File: src/rtl/bitty_pkg.sv
// Shared definitions for the bitty execution unit.
// Purpose : state and ALU operation encodings, instruction format codes and
//           instruction field bit positions, used by bitty_alu and
//           bitty_exec_unit.
// Ports   : none (package).
package bitty_pkg;

  typedef enum logic [2:0] {
    IDLE  = 3'd0,
    LOAD  = 3'd1,
    CALC  = 3'd2,
    STORE = 3'd3,
    DONE  = 3'd4
  } state_e;

  typedef enum logic [2:0] {
    ALU_ADD = 3'd0,
    ALU_SUB = 3'd1,
    ALU_AND = 3'd2,
    ALU_OR  = 3'd3,
    ALU_XOR = 3'd4,
    ALU_SHL = 3'd5,
    ALU_SHR = 3'd6,
    ALU_CMP = 3'd7
  } alu_op_e;

  localparam logic [1:0] FMT_RR  = 2'b00;
  localparam logic [1:0] FMT_IMM = 2'b01;

  // Instruction field bit positions
  localparam int RX_MSB  = 15;
  localparam int RX_LSB  = 13;
  localparam int RY_MSB  = 12;
  localparam int RY_LSB  = 10;
  localparam int IMM_MSB = 12;
  localparam int IMM_LSB = 5;
  localparam int SEL_MSB = 4;
  localparam int SEL_LSB = 2;
  localparam int FMT_MSB = 1;
  localparam int FMT_LSB = 0;

  // Only the reg-reg and immediate formats are defined; 10 and 11 are illegal.
  function automatic logic fmt_is_legal(input logic [1:0] fmt);
    return (fmt == FMT_RR) || (fmt == FMT_IMM);
  endfunction

endpackage

File: src/rtl/bitty_alu.sv
// Combinational ALU of the bitty execution unit.
// Purpose : computes result = op(x, y) for the eight bitty ALU operations.
//           All arithmetic is unsigned and wraps modulo 2^DATA_W.
// Ports   : x, y   in  DATA_W  operands
//           sel    in  3       operation select (alu_op_e encoding)
//           result out DATA_W  operation result
module bitty_alu
  import bitty_pkg::*;
#(
  parameter int DATA_W = 16,
  parameter int SH_W   = $clog2(DATA_W)
) (
  input  logic [DATA_W-1:0] x,
  input  logic [DATA_W-1:0] y,
  input  logic [2:0]        sel,
  output logic [DATA_W-1:0] result
);

  // Shifts only look at the low SH_W bits of y.
  logic [SH_W-1:0] sh;
  assign sh = y[SH_W-1:0];

  always_comb begin
    result = '0;
    case (alu_op_e'(sel))
      ALU_ADD: result = x + y;
      ALU_SUB: result = x - y;
      ALU_AND: result = x & y;
      ALU_OR:  result = x | y;
      ALU_XOR: result = x ^ y;
      ALU_SHL: result = x << sh;
      ALU_SHR: result = x >> sh;
      // Compare encodes 0 for equal, 1 for x above y, 2 for x below y.
      ALU_CMP: begin
        if (x == y)     result = '0;
        else if (x > y) result = DATA_W'(1);
        else            result = DATA_W'(2);
      end
      default: result = '0;
    endcase
  end

endmodule

File: src/rtl/bitty_exec_unit.sv
// bitty execution/control unit.
// Purpose : accepts one 16-bit instruction over a valid/ready handshake and
//           runs it through LOAD/CALC/STORE/DONE against an internal 8-entry
//           register file. Illegal formats retire early with err set and
//           leave all architectural state untouched.
// Ports   : clk, reset (async, active-high)
//           instr/instr_valid/instr_ready  instruction handshake
//           done, err                      retire pulse and error qualifier
//           d_out                          last computed result
//           alu_sel                        ALU select of the latched instruction
//           dbg_addr/dbg_data              combinational register read port
module bitty_exec_unit
  import bitty_pkg::*;
#(
  parameter int DATA_W   = 16,
  parameter int NUM_REGS = 8,
  parameter int SH_W     = $clog2(DATA_W)
) (
  input  logic              clk,
  input  logic              reset,
  input  logic [15:0]       instr,
  input  logic              instr_valid,
  output logic              instr_ready,
  output logic              done,
  output logic              err,
  output logic [DATA_W-1:0] d_out,
  output logic [2:0]        alu_sel,
  input  logic [2:0]        dbg_addr,
  output logic [DATA_W-1:0] dbg_data
);

  // The register fields are 3 bits wide, so the file depth cannot change.
  if (NUM_REGS != 8) begin : g_num_regs_check
    $error("bitty_exec_unit: NUM_REGS must be 8");
  end
  if (DATA_W < 8 || DATA_W > 32) begin : g_data_w_check
    $error("bitty_exec_unit: DATA_W must be in 8..32");
  end

  localparam logic [2:0] S_IDLE  = IDLE;
  localparam logic [2:0] S_LOAD  = LOAD;
  localparam logic [2:0] S_CALC  = CALC;
  localparam logic [2:0] S_STORE = STORE;
  localparam logic [2:0] S_DONE  = DONE;

  logic [2:0]        state;
  logic [15:0]       reg_i;
  logic [DATA_W-1:0] reg_s;
  logic [DATA_W-1:0] reg_y;
  logic [DATA_W-1:0] reg_c;
  logic              err_flag;
  logic [DATA_W-1:0] regs [NUM_REGS];

  logic [2:0]        rx;
  logic [2:0]        ry;
  logic [1:0]        fmt;
  logic [DATA_W-1:0] operand_y;
  logic [DATA_W-1:0] alu_result;

  // All decoding works from the latched instruction, never the live bus.
  assign rx      = reg_i[RX_MSB:RX_LSB];
  assign ry      = reg_i[RY_MSB:RY_LSB];
  assign fmt     = reg_i[FMT_MSB:FMT_LSB];
  assign alu_sel = reg_i[SEL_MSB:SEL_LSB];

  always_comb begin
    operand_y = regs[ry];
    if (fmt == FMT_IMM) operand_y = DATA_W'(reg_i[IMM_MSB:IMM_LSB]);
  end

  bitty_alu #(
    .DATA_W (DATA_W),
    .SH_W   (SH_W)
  ) u_alu (
    .x      (reg_s),
    .y      (reg_y),
    .sel    (alu_sel),
    .result (alu_result)
  );

  // Sequencer: operands are captured in LOAD, so with Rx==Ry the old value
  // is used. The register file is only written in STORE, and an illegal
  // format jumps from LOAD straight to DONE without touching reg_c.
  always_ff @(posedge clk or posedge reset) begin
    if (reset) begin
      state    <= S_IDLE;
      reg_i    <= '0;
      reg_s    <= '0;
      reg_y    <= '0;
      reg_c    <= '0;
      err_flag <= 1'b0;
      for (int i = 0; i < NUM_REGS; i++) regs[i] <= '0;
    end else begin
      case (state)
        S_IDLE: begin
          if (instr_valid) begin
            reg_i <= instr;
            state <= S_LOAD;
          end
        end
        S_LOAD: begin
          reg_s <= regs[rx];
          reg_y <= operand_y;
          if (fmt_is_legal(fmt)) begin
            state <= S_CALC;
          end else begin
            err_flag <= 1'b1;
            state    <= S_DONE;
          end
        end
        S_CALC: begin
          reg_c <= alu_result;
          state <= S_STORE;
        end
        S_STORE: begin
          regs[rx] <= reg_c;
          state    <= S_DONE;
        end
        S_DONE: begin
          err_flag <= 1'b0;
          state    <= S_IDLE;
        end
        default: state <= S_IDLE;
      endcase
    end
  end

  assign instr_ready = (state == S_IDLE);
  assign done        = (state == S_DONE);
  assign err         = done & err_flag;
  assign d_out       = reg_c;
  assign dbg_data    = regs[dbg_addr];

endmodule

File: config.mk
export PLATFORM = sky130hd
export DESIGN_NAME = bitty_exec_unit
export DESIGN_NICKNAME = d
export VERILOG_FILES = /design/src/rtl/bitty_pkg.sv /design/src/rtl/bitty_alu.sv /design/src/rtl/bitty_exec_unit.sv
export SDC_FILE = /design/constraint.sdc
export NUM_CORES = 1
export LEC_CHECK = 0
export ABC_AREA = 1
export CELL_PAD_IN_SITES_DETAIL_PLACEMENT = 0
export CELL_PAD_IN_SITES_GLOBAL_PLACEMENT = 1
export CORE_UTILIZATION = 40
export DETAILED_ROUTE_END_ITERATION = 7
export PLACE_DENSITY = 0.8
export SETUP_SLACK_MARGIN = 0.4
export SLEW_MARGIN = 40
export SYNTH_ARGS = -nofsm -noshare
export SYNTH_HDL_FRONTEND = slang
export SYNTH_SLANG_ARGS = --single-unit
File: constraint.sdc
create_clock -name clk -period 6 [get_ports clk]
set_input_delay 0.6 -clock clk [delete_from_list [all_inputs] [get_ports clk]]
set_output_delay 0.6 -clock clk [all_outputs]
set_load 0.005 [all_outputs]
; ---- Word level (Yosys, flattened, before mapping)
; Cells that the tools add are included.
[totals]
regBits = 196
inputBits = 22
output_inout_bits = 38
word_cells = 74
[op_classes]
addsub = 2
n_lt_le_gt_ge = 5
n_eq_ne = 15
n_shift = 2
n_mux = 21
n_bitwise = 7
n_reduce_logical = 8
[ops]
columns = operator, n
row1 = $bmux W16 S3, 3
row2 = $mux W16, 9
row3 = $bwmux W128, 1
row4 = $pmux W16 S8, 1
row5 = $demux W16 S3, 1
row6 = $add A16 B16 Y16, 1
row7 = $and A16 B16 Y16, 1
row8 = $eq A16 B16 Y1, 1
row9 = $gt A16 B16 Y1, 1
row10 = $or A16 B16 Y16, 1
row11 = $shl A16 B4 Y16, 1
row12 = $shr A16 B4 Y16, 1
row13 = $sub A16 B16 Y16, 1
row14 = $xor A16 B16 Y16, 1
row15 = $eq A3 B3 Y1 const B, 5
row16 = $eq A3 B2 Y1 const B, 4
row17 = $ge A4 B4 Y1 const B, 3
row18 = $not A3 Y4, 3
row19 = $pmux W3 S4, 1
row20 = $eq A3 B1 Y1 const B, 2
row21 = $logic_not A3 Y1, 2
row22 = $mux W3, 2
row23 = $lt A4 B1 Y1 const B, 1
row24 = $ne A2 B2 Y1 const B, 2
row25 = 10 further kinds, 11

; ---- Logic depth before layout (Yosys ltp)
; Gate-level depths: netlist of the first run.
[logic_depth]
depth_word = 6
ltp_mapped = 17
depth_no_buf = 14

; ---- By module
; A second synthesis of the first run with hierarchy kept.
[hier_totals]
hier_cells = 2375
hier_area_um2 = 14875.5
[by_module_without_submodules]
columns = mod, instances, cells_each, area_each_um2, seq_area_each_um2
row1 = bitty_exec_unit, 1, 1539, 10761.6, 4904.7
row2 = bitty_alu, 1, 836, 4113.9, 0.0

; ---- Worst setup path before layout of the first run
; OpenSTA, ideal clock, no wires.
[synth_path]
path_kind = register to register
startpoint = register reg_y[2]
endpoint = register reg_c[10], in the netlist d_out[10]
setup_ns = 0.117
arrival_ns = 2.125
required_time_ns = 5.883
path_slack_ns = 3.758
stages_incl_launch_ff = 16
n_path_buf = 3
synth_period_minus_slack_ns = 2.242
cell_sequence = dfrtp_1 -> inv_1 -> buf_2 -> buf_1 -> ha_1 -> buf_2 -> nor2_1 -> nand3_1 -> nand3_1 -> nand3_1 -> nand2_1 -> nand2_1 -> nand3_1 -> nand2_1 -> nor2_1 -> nor2_1
[synth_via]
elab_chain_len = 2
word_cells_on_any_way = 5
classes_between = add/sub: 2 / shift: 2 / mux: 1
[synth_rtl]
columns = element, line
row1 = "start, declared", bitty_exec_unit.sv:49  ; logic [DATA_W-1:0] reg_y;
row2 = "start signal, assigned", bitty_exec_unit.sv:103  ; reg_y <= operand_y;
row3 = $sub A16 B16 Y16 (tied with other cells), bitty_alu.sv:27  ; ALU_SUB: result = x - y;
row4 = $pmux W16 S8 (*), bitty_alu.sv:25  ; case (alu_op_e'(sel))
row5 = "end signal, assigned", bitty_exec_unit.sv:112  ; reg_c <= alu_result;
row6 = "end, declared", bitty_exec_unit.sv:50  ; logic [DATA_W-1:0] reg_c;
; Mark *: on every way between the ends. The rest lies on a longest branch, timed or not.
; A chain may end at the register's enable or synchronous reset.

; ---- Worst setup path in the final report of the first run
[layout_path]
startpoint = input port dbg_addr[1]
endpoint = output port dbg_data[6]
[layout_via]
elab_chain_len = 4
[layout_rtl]
columns = element, line
row1 = "start, declared", bitty_exec_unit.sv:28  ; input logic [2:0] dbg_addr,
row2 = $not A3 Y4 (not written as such), bitty_exec_unit.sv:132  ; assign dbg_data = regs[dbg_addr];
row3 = $bmux W16 S3, bitty_exec_unit.sv:132
row4 = $mux W16 (not written as such) (2 in a row), bitty_exec_unit.sv:132
row5 = "end, declared", bitty_exec_unit.sv:29  ; output logic [DATA_W-1:0] dbg_data
; No other way between the ends. The select of a mux whose other input is x is not followed.

==> out/qor.txt, run 1 <==
Status - finished, final reports clean
Mapped Nets - 2183
Worst-skew pair later-pin latency - 0.47 ns
WL per Instance - 20.5 um
Clock-pin slew on the worst setup and hold paths - 0.08 ns
Worst Path Buf+Inv - 4
Clock Skew - 0.0146 ns
Seq/Total Area, Yosys - 35.0%
Placed cell areas - 14900 um^2
Post-route ant nets - 0
CTS max path bufs - 2
Worst Setup SP - dbg_addr[1]
Die ar. - 35800 um^2
Die height - 189 um
Worst Setup Start Kind - input pin
H-tree depth - 4
RSZ-0062 raised after global routing - false
Ys async rst share - 100%
Largest net degree at the start of global routing - 110
CP max FO - 34
Largest cells by area after synthesis - dfrtp_1 35%, nand2_1 14%, o21ai_0 11%
1st-iter DRT viols - 1596
Total Routing Usage GR - 29.6%
CP top delay family - buffers and inverters
Hold path depth - 2
Resize count post-CTS - 0
Postcts setup bufs - 0
Post-Syn Area - 14000 um^2
Final nets - 2158
First-pass GRT wire length - 80800 um
Synth-to-Final Area Change - 10.8%
Post-synthesis cell type count - 45
Crit path cell chain - clkdlybuf4s50_1 -> buf_4 -> inv_2 -> a21oi_1 -> o21ai_0 -> a31oi_1 -> clkdlybuf4s50_1
Die width - 189 um
Reg-to-reg slack, setup - 2.85 ns
Setup tns final - 0 ns
Final Instance Area - 15500 um^2
Via count - 14700
Slew @ Worst Pin - 0.895 ns
Rows - 68
Crit-path slowest cell - clkdlybuf4s50_1
Endpoints failing hold - 0
Core area - 34500 um^2
Peak supply drop - 0.257 mV
CP endpoint kind - output port
Fmax achieved - 275 MHz
CTS tree - yes
Top Layer Used - met4
Starting density of the core - 40.6%
Count leader, synth - nand2_1
# clock sinks - 196
Min-delay worst type - reg2reg
Met2 wire len - 23900 um
Total power - 0.00846 W
Tcrit/Tclk final - 60.6%
Mean post-synth cell area - 6.64 um^2
Post-synth top cells - 525 x nand2_1, 320 x o21ai_0, 201 x nand3_1, 196 x dfrtp_1, 191 x inv_1
WHS Endpoint - regs[99]
Crit Reg-Reg Endpoint - d_out[12]
Pleak - 6.99 nW
Syn Inst Count - 2110
Number of max-cap violations - 0
Flops & latches, synth - 196
Vias in the first global route - 13600
Cts bufs inserted - 17
DR vias/cell - 5.75
FF-to-FF Start - reg_y[2]
Post-synth EDFFs - 0
Crit path required time - 5.40 ns
Share of cells above drive strength 1 - 4.58%
Most used cell, CP - clkdlybuf4s50_1
DRC Markers - 0
WL met3 - 3940 um
# IOs - 60
Setup Crit Path Kind - in2out
Ys Warns - 0
Pwr per Cell Area - 545 nW/um^2
Hold_sp - regs[99]
Antenna cells - 0
Max transition margin - 40.3%
Max Slew Vio Count - 0
Crit-path max cell delay - 0.56 ns
Primary FF master, synth - dfrtp_1
R2R cell count - 12
GPL Wtd Cong - 0.981
Leading area contributor after synthesis - dfrtp_1
Critical Path AT - 3.04 ns
1st-pass router iterations - 6
Fin util - 45.0%
DRT met1 WL - 23300 um
Initial antenna violation count - 0
Tmin final - 3.64 ns
Placed wire-length estimate - 36900 um
Endpoints failing setup - 0
# hold bufs at CTS - 0
Port Buf Inserts - 59
GRT overflow - 0
Clock Root Buffer - clkbuf_16
Synth top area share - 35.0%
Total Wirelength - 52400 um
## layout make-up
class                           instances  area (um^2)
Clock buffer                           21          460
Clock inverter                         10          101
Fill cell                            3704        18900
Inverter                              202          762
Multi-Input combinational cell       1584         7900
Sequential cell                       196         4910
Tap cell                              455          569
Timing Repair Buffer                   84          818
## worst register-to-register path, stage by stage, from the launching register on
cell and delay [ns]:
dfrtp_1 0.93, inv_1 0.09, buf_4 0.29, ha_1 0.51, nand2_1 0.13, o21ai_0 0.34, nand3_1 0.17, nand3_1 0.10
nand2_1 0.05, nand3_1 0.07, nand2_1 0.06, nor2_1 0.23, nor2_1 0.06
## flip-flops by register name, indices dropped and copies added, names as in the netlist
register,count
d_out,16
err_flag,1
reg_i,16
reg_s,16
reg_y,16
regs,128
state,3
## cell usage in the layout (no fill, tap or decap), drive strengths merged, types with 19 or more instances in the layout
cell	instances
a21oi	126
nor3	20
o21ai	347
clkbuf	21
buf	26
clkdlybuf4s50	58
nand2	526
o211ai	26
nand3	202
dfrtp	196
a221oi	19
inv	201
ha	49
nor2	180
## stage by stage
stage / hold slack, ns / instances / setup WS (ns)
2_1_floorplan: 0.453 / 2110 / 2.87
3_3_place_gp: 0.468 / 2519 / 2.09
3_5_place_dp: 0.474 / 2520 / 2.41
4_1_cts: 0.492 / 2551 / 2.39
5_1_grt: 0.511 / 2552 / 2.24
6_report: 0.488 / 2552 / 2.36
## cell families (layout without fill, tap and decap cells)
group / after synthesis / count (layout) / synth area share [%]
adders and majority gates: 51 / 51 / 4.66
buffers and inverters: 330 / 317 / 9.16
muxes: 6 / 6 / 0.483
and+or+nand+nor: 949 / 949 / 28.1
xor gates and xnor gates: 4 / 4 / 0.250
DFF: 196 / 196 / 35.0
AOI/OAI and AO/OA: 574 / 574 / 22.3
## how the worst max path moves through the flow
stage,end,slack (ns),cells past startpoint
global placement,dbg_data[6],2.09,7
detailed placement,dbg_data[6],2.41,7
finish,dbg_data[6],2.36,7
floorplan,d_out[0],2.87,1
global route,dbg_data[6],2.24,7
CTS,dbg_data[6],2.39,7
## report_power, final
part | total, W | internal (W) | switching, W
Clock | 0.00114 | 0.000596 | 0.000547
Sequential | 0.00255 | 0.00183 | 0.000719
Combinational | 0.00476 | 0.00154 | 0.00322
## per-layer routing
layer  GRT usage (%)  vias up
met2            46.4      596
met5               0        -
li1                -     6981
met4            10.3        0
met1            40.9     7034
met3            5.15       68
No activity file was read; power rests on OpenSTA's default activity.
==> inputs of run 2 (changes only) <==
- PLACE_DENSITY: 0.8 -> 0.77
- clock period: 6 -> 3.8 ns (I/O delays scaled with it)
==> out/qor.txt, run 2 (synthesis results as in run 1) <==
GPL Wtd Cong - 0.958 (-2.3%)
Switching power total - 0.00720 W (+60%)
Clock power share - 14.5% (+1.0 points)
Postcts setup bufs - 0 (unchanged)
Critical Path AT - 2.40 ns (-0.64 ns)
# hold bufs at CTS - 0 (unchanged)
Port Buf Inserts - 59 (unchanged)
Peak supply drop - 0.397 mV (+54%)
Cts bufs inserted - 17 (unchanged)
Setup Crit Path Kind - in2out
Clock Root Buffer - clkbuf_16
CP max FO - 15 (-56%)
Pleak - 7.13 nW (+1.9%)
Most frequent cells in the layout - 524 x nand2_1, 320 x o21ai_0, 201 x nand3_1, 194 x dfrtp_1, 190 x inv_1
Starting density of the core - 40.6% (unchanged)
Max Slew Vio Count - 0 (unchanged)
Placed cell areas - 15000 um^2 (+0.76%)
Int Power - 0.00652 W (+64%)
First-pass GRT wire length - 83500 um (+3.3%)
Rows - 68 (unchanged)
Post-route ant nets - 0 (unchanged)
CTS tree - yes
Via count - 14900 (+1.3%)
Commonest non-fill, non-tap cell in the layout - nand2_1
1st-pass router iterations - 6 (unchanged)
Total Wirelength - 54000 um (+3.1%)
Tcrit/Tclk final - 73.2%
Total power - 0.0137 W (+62%)
Final Instance Area - 15700 um^2 (+0.92%)
GRT overflow - 0 (unchanged)
Antenna cells - 0 (unchanged)
Die ar. - 35800 um^2 (unchanged)
H-tree depth - 4 (unchanged)
Worst Setup Start Kind - input pin
Endpoints failing setup - 0 (unchanged)
WL per Instance - 21.0 um (+2.3%)
DR vias/cell - 5.78 (+0.54%)
Filler instances - 3554 (-4.0%)
Final setup margin - 1.02 ns (-1.35 ns)
Die height - 189 um (unchanged)
Placed wire-length estimate - 38500 um (+4.4%)
Tmin final - 2.78 ns
DRC Markers - 0 (unchanged)
Total Routing Usage GR - 30.6% (+1.0 points)
Register share of total power - 28.6% (-1.6 points)
Clock-pin slew on the worst setup and hold paths - 0.07 ns (about the same)
Synth-to-Final Area Change - 11.9%
Worst-skew pair later-pin latency - 0.46 ns (about the same)
Clock Skew - 0.0154 ns (+0.000807 ns)
Setup tns final - 0 ns (unchanged)
Largest net degree at the start of global routing - 95 (-14%)
Largest register FFs - 128 (unchanged)
Switch share - 52.5% (-0.57 points)
Pwr per Cell Area - 875 nW/um^2 (+61%)
Register area - 4910 um^2 (about the same)
Endpoints failing hold - 0 (unchanged)
Initial antenna violation count - 2 (+2)
Crit path required time - 3.42 ns (-1.98 ns)
Resize count post-CTS - 0 (unchanged)
RSZ-0062 raised after global routing - false
CTS max path bufs - 2 (unchanged)
Core area - 34500 um^2 (unchanged)
1st-iter DRT viols - 1578 (-1.1%)
Die width - 189 um (unchanged)
Biggest register - regs
Min-delay worst type - in2async
Combinational share of power - 56.9% (+0.6 points)
Status - finished, final reports clean
Max transition margin - 44.8% (+4.4 points)
Number of max-cap violations - 0 (unchanged)
# IOs - 60 (unchanged)
Final nets - 2177 (+0.88%)
Fmax achieved - 359 MHz
Share of cells above drive strength 1 - 5.20% (+0.62 points)
# clock sinks - 196 (unchanged)
Area occupied by multi-input gates - 7830 um^2 (-0.86%)
Vias in the first global route - 13800 (+1.5%)
Slew @ Worst Pin - 0.827 ns (-0.0674 ns)
CP endpoint kind - output port
Dpl ws - 1.06 ns (-1.35 ns)
-- run 2: cell types whose count changed in the layout (fill, tap and decap cells not counted), moves of 2 or more --
cell / change
buf_4: +18
nand3_1: +5
nand3_4: -5
clkbuf_8: +3
clkinv_4: -3
bufinv_16: +2
clkbuf_1: -2
dfrtp_1: +2
dfrtp_2: -2
-- run 2: routing by layer --
metal  global-route usage, %  vias up  wire, um
met2                    47.6      673     24300
met1                    42.7     7092     24000
met4                    12.0        2      1770
met5                       0        -        13
met3                    4.50      108      3970
li1                        -     6999         -
-- run 2: final timing paths --
check                       startpoint          end  slack (ns)  cells after the start
hold reg to reg               regs[96]     regs[96]        0.49                      2
max in group asynchronous        reset     regs[33]        2.85                      3
setup reg to reg              reg_y[1]    d_out[12]        1.13                     11
min in group clk              regs[96]     regs[96]        0.49                      2
hold / removal                   reset     regs[96]        0.28                      2
setup / recovery           dbg_addr[1]  dbg_data[4]        1.02                      7
-- run 2: stage by stage --
stage,std cells,hold slack (ns),util (%)
after floorplan,2110,0.453,-
after detailed placement,2540,0.473,43.6
final,2572,0.283,45.5
after CTS,2572,0.285,45.4
after global routing,2572,0.296,45.5
after global placement,2540,0.469,43.6
-- run 2: power by group through the flow --
| stage | registers, W | logic [W] | clock network [W] |
|---|---|---|---|
| 2_1_floorplan | 0.00349 | 0.00524 | 0 |
| 3_3_place_gp | 0.00391 | 0.00758 | 0 |
| 3_5_place_dp | 0.00391 | 0.00764 | 0 |
| 4_1_cts | 0.00388 | 0.00766 | 0.00202 |
| 5_1_grt | 0.00401 | 0.00868 | 0.00209 |
| 6_report | 0.00392 | 0.00781 | 0.00199 |
-- run 2: critical path: stages --
cell and delay [ns]:
clkdlybuf4s50_1 0.50, buf_4 0.25, o21ai_0 0.11, o21ai_0 0.19, a21oi_1 0.06, a31oi_1 0.33
clkdlybuf4s50_1 0.58
-- run 2: layout make-up --
class / instances / area share (%)
clock buffer: 22 / 3.16
timing repair buffer: 103 / 6.11
inverter: 202 / 4.87
multi-input combinational: 1584 / 50.0
clock inverter: 10 / 0.903
tap: 455 / 3.63
sequential: 196 / 31.3
